--- src/rtl/pe_acc.sv ---
// pe_acc: two-stage registered adder tree over 32 signed lane products feeding a
// group accumulator whose result sits on a valid/ready port that stalls the whole pipe.
module pe_acc #(
    parameter int LANES = 32,
    parameter int ACC_W = 48
) (
    input  logic                    clk,
    input  logic                    rst,
    input  logic [LANES*32-1:0]     mult_result,
    input  logic                    mult_valid,
    output logic                    mult_ready,
    input  logic [7:0]              cfg_len,
    output logic signed [ACC_W-1:0] acc_result,
    output logic                    acc_valid,
    input  logic                    acc_ready,
    output logic                    busy
);
    localparam int GROUPS    = 4;
    localparam int GRP_LANES = LANES / GROUPS;
    localparam int PART_W    = 32 + $clog2(GRP_LANES);
    localparam int SUM_W     = PART_W + $clog2(GROUPS);

    function automatic logic signed [PART_W-1:0] sext_lane(input logic signed [31:0] v);
        return {{(PART_W-32){v[31]}}, v};
    endfunction

    function automatic logic signed [SUM_W-1:0] sext_part(input logic signed [PART_W-1:0] v);
        return {{(SUM_W-PART_W){v[PART_W-1]}}, v};
    endfunction

    function automatic logic signed [ACC_W-1:0] sext_sum(input logic signed [SUM_W-1:0] v);
        return {{(ACC_W-SUM_W){v[SUM_W-1]}}, v};
    endfunction

    // Two's complement add that silently wraps at ACC_W bits.
    function automatic logic signed [ACC_W-1:0] wrap_add(input logic signed [ACC_W-1:0] a,
                                                         input logic signed [ACC_W-1:0] b);
        return a + b;
    endfunction

    logic                     adv;
    logic signed [PART_W-1:0] part_c [GROUPS];
    logic signed [PART_W-1:0] part_p0 [GROUPS];
    logic signed [SUM_W-1:0]  sum_c;
    logic signed [SUM_W-1:0]  sum_p1;
    logic                     vld_p0;
    logic                     vld_p1;
    logic [7:0]               cnt;
    logic [7:0]               len_q;
    logic signed [ACC_W-1:0]  acc;

    logic                     first;
    logic [7:0]               len_eff;
    logic signed [ACC_W-1:0]  addend;
    logic signed [ACC_W-1:0]  acc_next;
    logic                     step;
    logic                     last;
    logic                     last_fire;

    assign adv        = ~acc_valid | acc_ready;
    assign mult_ready = adv & ~rst;
    assign busy       = vld_p0 | vld_p1 | (cnt != 8'd0);

    // Stage p0: four partial sums of eight consecutive lanes each.
    always_comb begin
        for (int g = 0; g < GROUPS; g++) begin
            part_c[g] = '0;
            for (int l = 0; l < GRP_LANES; l++) begin
                part_c[g] = part_c[g] + sext_lane(mult_result[(g*GRP_LANES+l)*32 +: 32]);
            end
        end
    end

    // Stage p1: reduce the partials to a single beat sum.
    always_comb begin
        sum_c = '0;
        for (int g = 0; g < GROUPS; g++) begin
            sum_c = sum_c + sext_part(part_p0[g]);
        end
    end

    always_ff @(posedge clk) begin
        if (adv) begin
            part_p0 <= part_c;
            sum_p1  <= sum_c;
        end
    end

    // Stage p2: group accumulation; cfg_len is captured only when a group opens.
    always_comb begin
        first     = (cnt == 8'd0);
        len_eff   = first ? ((cfg_len == 8'd0) ? 8'd1 : cfg_len) : len_q;
        addend    = sext_sum(sum_p1);
        acc_next  = first ? addend : wrap_add(acc, addend);
        step      = adv & vld_p1;
        last      = ({1'b0, cnt} + 9'd1) == {1'b0, len_eff};
        last_fire = step & last;
    end

    always_ff @(posedge clk) begin
        if (rst) begin
            vld_p0     <= 1'b0;
            vld_p1     <= 1'b0;
            cnt        <= 8'd0;
            len_q      <= 8'd1;
            acc        <= '0;
            acc_result <= '0;
            acc_valid  <= 1'b0;
        end else begin
            if (adv) begin
                vld_p0 <= mult_valid;
                vld_p1 <= vld_p0;
            end
            if (step) begin
                acc <= acc_next;
                if (first) begin
                    len_q <= len_eff;
                end
                if (last) begin
                    cnt        <= 8'd0;
                    acc_result <= acc_next;
                end else begin
                    cnt <= cnt + 8'd1;
                end
            end
            if (last_fire) begin
                acc_valid <= 1'b1;
            end else if (acc_ready) begin
                acc_valid <= 1'b0;
            end
        end
    end
endmodule

--- config.mk ---
export PLATFORM = sky130hd
export DESIGN_NAME = pe_acc
export DESIGN_NICKNAME = d
export VERILOG_FILES = /design/src/rtl/pe_acc.sv
export SDC_FILE = /design/constraint.sdc
export NUM_CORES = 2
export LEC_CHECK = 0
export ABC_AREA = 0
export BUFFER_PORTS_ARGS = -buffer_cell sky130_fd_sc_hd__buf_2
export CAP_MARGIN = 20
export CORE_AREA = 2 2 421 423
export CTS_BUF_LIST = sky130_fd_sc_hd__clkbuf_2
export DETAILED_ROUTE_END_ITERATION = 8
export DIE_AREA = 0 0 423 425
export PLACE_DENSITY_LB_ADDON = 0.3
export SLEW_MARGIN = 20
export SYNTH_ARGS = -nofsm -noshare
export SYNTH_HDL_FRONTEND = slang
export SYNTH_SLANG_ARGS = --single-unit
export TNS_END_PERCENT = 1
--- constraint.sdc ---
create_clock -name clk -period 7.2 [get_ports clk]
set_input_delay 0.36 -clock clk [delete_from_list [all_inputs] [get_ports clk]]
set_output_delay 0.36 -clock clk [all_outputs]
set_load 0.05 [all_outputs]
# ---- Word-level counts from Yosys, hierarchy flattened
# Cells that the tools add are included.
dict set report classes {
  n_reduce_logical 6
  n_eq_ne 1
  bitwise 8
  addsub 34
  n_mux 6
}
# cell n
set ops {}
lappend ops {{adder 35 x 32 -> 35 bit} 16}
lappend ops {{adder 34 x 32 -> 35 bit} 4}
lappend ops {{adder 33 x 32 -> 34 bit} 4}
lappend ops {{adder 32 x 32 -> 33 bit} 4}
lappend ops {{adder 48 x 37 -> 48 bit} 1}
lappend ops {{two-way mux 48 bit} 1}
lappend ops {{adder 36 x 35 -> 37 bit} 1}
lappend ops {{adder 37 x 35 -> 37 bit} 1}
lappend ops {{adder 35 x 35 -> 36 bit} 1}
lappend ops {{two-way mux 8 bit} 3}
lappend ops {{zero test 8 bit} 2}
lappend ops {{adder 8 x 1 -> 9 bit (second input constant)} 1}
lappend ops {{== test 9 x 8 -> 1 bit} 1}
lappend ops {{adder 8 x 1 -> 8 bit (second input constant)} 1}
lappend ops {{nonzero test 8 bit} 1}
lappend ops {{AND reduction 2 bit} 2}
lappend ops {{AND 1 bit} 3}
lappend ops {{bitwise OR 1 bit} 3}
lappend ops {{two-way mux 1 bit} 2}
lappend ops {{NOT 1 bit} 2}
lappend ops {{nonzero test 2 bit} 1}
dict set report word_totals {
  out_inout_bits 51
  wordCells 67
  inputBits 1036
  register_bits 292
}

# ---- Depth between registers and ports, before layout
dict set report depth {
  depth_word 7
  depth_mapped 20
  ltp_nobuf 20
}

# ---- Least setup slack after synthesis
# No wires, ideal clock.
dict set report synth_path {
  kind {register -> register}
  startpoint {reg acc_valid}
  endpoint {reg acc_result[3]}
  path_stages_with_launch 9
  path_slack_ns -0.450
  required_ns 7.122
  path_buffers 3
  arrival_time_ns 7.572
  setup_ns 0.078
  synth_period_minus_slack_ns 7.650
  cell_sequence {dfxtp_1 nand2b_1 clkbuf_1 nand2_1 nor4_4 buf_4 buf_2 nor2_1 nor3_1}
}
dict set report synth_via {
  elab_chain_len 4
}
# item line_no
set synth_rtl {}
lappend synth_rtl {{from (decl)} 14} ;# output logic acc_valid,
lappend synth_rtl {{from (signal assigned)} 108} ;# acc_valid <= 1'b0;
lappend synth_rtl {{from (signal assigned)} 127} ;# acc_valid <= 1'b1;
lappend synth_rtl {{from (signal assigned)} 129} ;# acc_valid <= 1'b0;
lappend synth_rtl {{NOT 1 bit} 60} ;# assign adv = ~acc_valid | acc_ready;
lappend synth_rtl {{bitwise OR 1 bit} 60}
lappend synth_rtl {{AND 1 bit} 95} ;# step = adv & vld_p1;
lappend synth_rtl {{AND reduction 2 bit (no line)} --}
lappend synth_rtl {{to (signal assigned)} 121} ;# acc_result <= acc_next;
lappend synth_rtl {{to (decl)} 13} ;# output logic signed [ACC_W-1:0] acc_result,
# Every way passes these cells.
# A chain may end at the register's enable or synchronous reset.

==> run summary <==
The utilization after layout came out at 0.309. The number of gates resized after CTS was 0. After legalization and detailed placement, the total HPWL measured 138 mm.

The run gives 0 as the final routed DRC violation total. The count of hold-fix buffers inserted at cts was 137; the number of top-level pins was 1087. The number of different library cells used by synthesis comes to 83. The run gives 8130 ps as the endpoint required time on the critical path. In this run, synthesis produced a sequential element count of 292. Global routing finished with a remaining overflow of 0. The final sum of negative setup slack was 0 ps. The share of cells above drive strength 1 is 0.211, and the number of H-tree levels is 3. For this block, the initial DRC count from the detailed router was 1381. TritonCTS built the clock tree. The area added between synthesis and finish is 23.8%, and the arrival time reported for the critical path endpoint is 6990 ps. Summing every instance area after synthesis gives 0.0438 sq mm.

The clock reaches the later pin of the worst-skew pair after 1300 ps. The count of nets left with antenna violations once routing finished came out at 0. The tools report the count of maximum capacitance violations as 0. The clock tree buffer depth was 3; the number of endpoints failing setup at the final stage was 0. The tools report the launch instance of the worst register-to-register path as part_p0[1]$_DFFE_PN_. The tools report the clock tree root driver cell as clkbuf_2. The logs give 0 for the final number of hold-violating endpoints and 8069 for the layout net count. Worst path setup slack after routing: 1150 ps. Using the TritonRoute via totals, the vias-per-cell ratio works out to 4.15. For the total routing usage reported by global routing, the log shows 0.171. The most common cell after layout, fill and taps aside was inv_1. In this run the core area contains 154 standard-cell rows. Setup repair after global routing left no endpoint under its margin. The congestion estimate from routability-driven global placement came to 0.923. The critical path is of the primary input to flip-flop type. The flow ran to the end, and the final reports show no timing, DRC or antenna violations. Proportion of synthesized chip area in sequential cells: 0.174. Leaving out fill and tap cells, the most frequent cells in the layout are inv_1, buf_2, fa_1. Number of enable-type register cells in the synthesized netlist: 177. For this design the static power due to leakage is 29.1 nW.

The logs give 38539 for the via count of the first global-routing pass and 5 for the number of detailed-route iterations in the first pass. After clock tree synthesis, the setup repair step added 0 buffers. After clock tree synthesis, the clock-pin slew on the worst setup and hold paths is 120 ps.

The total power divided by cell area came out at 605 mW/mm^2. The class of the most critical hold timing path is primary input to flip-flop. The global-route wire length before repair was 231 mm; the die width was 423 um.

Entering global routing, the biggest net connects 82 pins. The worst setup path is captured at a flip-flop. Along the worst path, the maximum fanout reaches 3. The tools report the initial core utilization as 0.250. After detailed routing, the average wire length per cell comes to 18.4 um. For the pin with the worst max-slew slack, the measured transition is 941 ps. The minimum clock period works out to 6050 ps.

The tools report the total clock buffers created by CTS as 89. The proportion of synthesized flip-flops having asynchronous set or reset was 0; the number of antenna violations at the first check in global routing was 30. The area of the die was 0.180 sq mm; the post-route clock period utilization was 0.841. STA classifies the critical path startpoint as a primary input.

For the tightest slew margin relative to the limit, the log shows 0.370. The post-placement setup slack is 490 ps, and the quantity of I/O buffers inserted on ports is 1086. Synthesis produced a netlist whose cell count is 4692. The tree built by TritonCTS fans out to 292 sinks. The via count of the routed design came out at 34775. The critical path starts at mult_result[768].

The final count of pins violating max slew is 0, and the vertical die dimension is 425 um. The Yosys step of the flow raised 0 warnings. For the placeable core area, the log shows 0.175 sq mm. Derived from the worst setup path, the maximum achievable clock frequency is 165 MHz.

For this block, the routed nets add up to 154 mm of wire. The top flip-flop cell by instance count after synthesis is edfxtp_1. The net count after synthesis was 6805.

The worst hold path begins at mult_result[243]. Final setup skew: 180 ps. VDD sags by at most 0.000563 V.

The mean area per synthesized cell is 9.33 sq um.
[flip-flops by register name (all words and copies together) (netlist names)]
name	flops
sum_p1	37
vld_p1	1
acc_valid	1
len_q	8
acc_result	48
acc	48
vld_p0	1
cnt	8
part_p0	140
[routing by layer]
| layer | GRT usage | part of all wire | vias to the layer above |
|---|---|---|---|
| li1 | - | - | 16723 |
| met4 | 0.0309 | 0.018 | 14 |
| met2 | 0.326 | 0.54 | 871 |
| met5 | 0 | 0.00058 | - |
| met1 | 0.202 | 0.40 | 17014 |
| met3 | 0.0289 | 0.045 | 153 |
[path summary, 6_finish.rpt]
| path | endpoint | slack [ps] | cells after the start |
|---|---|---|---|
| hold / removal | part_p0[125]$_DFFE_PN_ | 180 | 5 |
| hold reg to reg | acc_result[43]$_SDFFE_PP0P_ | 460 | 2 |
| setup / recovery | part_p0[26]$_DFFE_PN_ | 1150 | 23 |
| setup reg to reg | sum_p1[31]$_DFFE_PN_ | 2020 | 15 |
[cell families after synthesis]
family	count (synthesis)	share of synthesized area
multiplexers	23	0.00532
flip-flops	292	0.174
adder cells (fa/ha/maj)	1077	0.454
AND/OR/NAND/NOR	649	0.0700
XOR/XNOR	206	0.0412
AO/OA/AOI/OAI	735	0.108
buffers and inverters	1710	0.147
[stage by stage]
step	total power [mW]	std cells	area, sq um	hold slack [ps]
6_report	32.8	8382	54200	176
5_1_grt	36.8	8379	54200	20.8
4_1_cts	33.9	8362	54100	1.01
3_5_place_dp	31.9	8068	52000	445
3_3_place_gp	31.7	8068	52000	440
2_1_floorplan	22.6	4692	43800	436
[critical path, stage by stage]
cell and delay [ps]:
dlygate4sd3_1 530, buf_2 130, fa_1 540, dlygate4sd3_1 570
ha_1 150, inv_1 50, fa_1 410, fa_1 520
inv_1 50, ha_1 210, fa_1 460, a21o_1 180
a21oi_1 230, o21bai_1 110, a2111oi_0 520, buf_4 240
o211ai_1 280, nand3_1 340, nand2_1 130, a21o_1 200
a21oi_1 180, xnor2_1 80, dlygate4sd3_1 540
[synth_stat cells (66+ instances only)]
cell type  instances  area (sq um)
a21o_1           130           976
a21oi_1          240          1200
dfxtp_1          115          2300
edfxtp_1         177          5320
fa_1             852         17100
ha_1             225          2820
inv_1           1643          6170
nand2_1          143           537
nor2_1           242           908
nor3_1            66           330
o21ai_0          124           621
xnor2_1          147          1290
[report_power, final]
part	total, mW	switching [mW]	internal [mW]
clock	1.32	0.854	0.469
sequential	4.36	0.512	3.85
combinational	27.1	15.9	11.2
[final cells by class]
class / instances / area, sq um
Antenna cell: 20 / 50.0
Multi-Input combinational cell: 2690 / 29700
Clock buffer: 121 / 606
Fill cell: 18785 / 121000
Clock inverter: 36 / 169
Sequential cell: 292 / 7620
Inverter: 1643 / 6170
Timing Repair Buffer: 1240 / 6940
Tap cell: 2340 / 2930
Power figures use the tool's default switching activity.
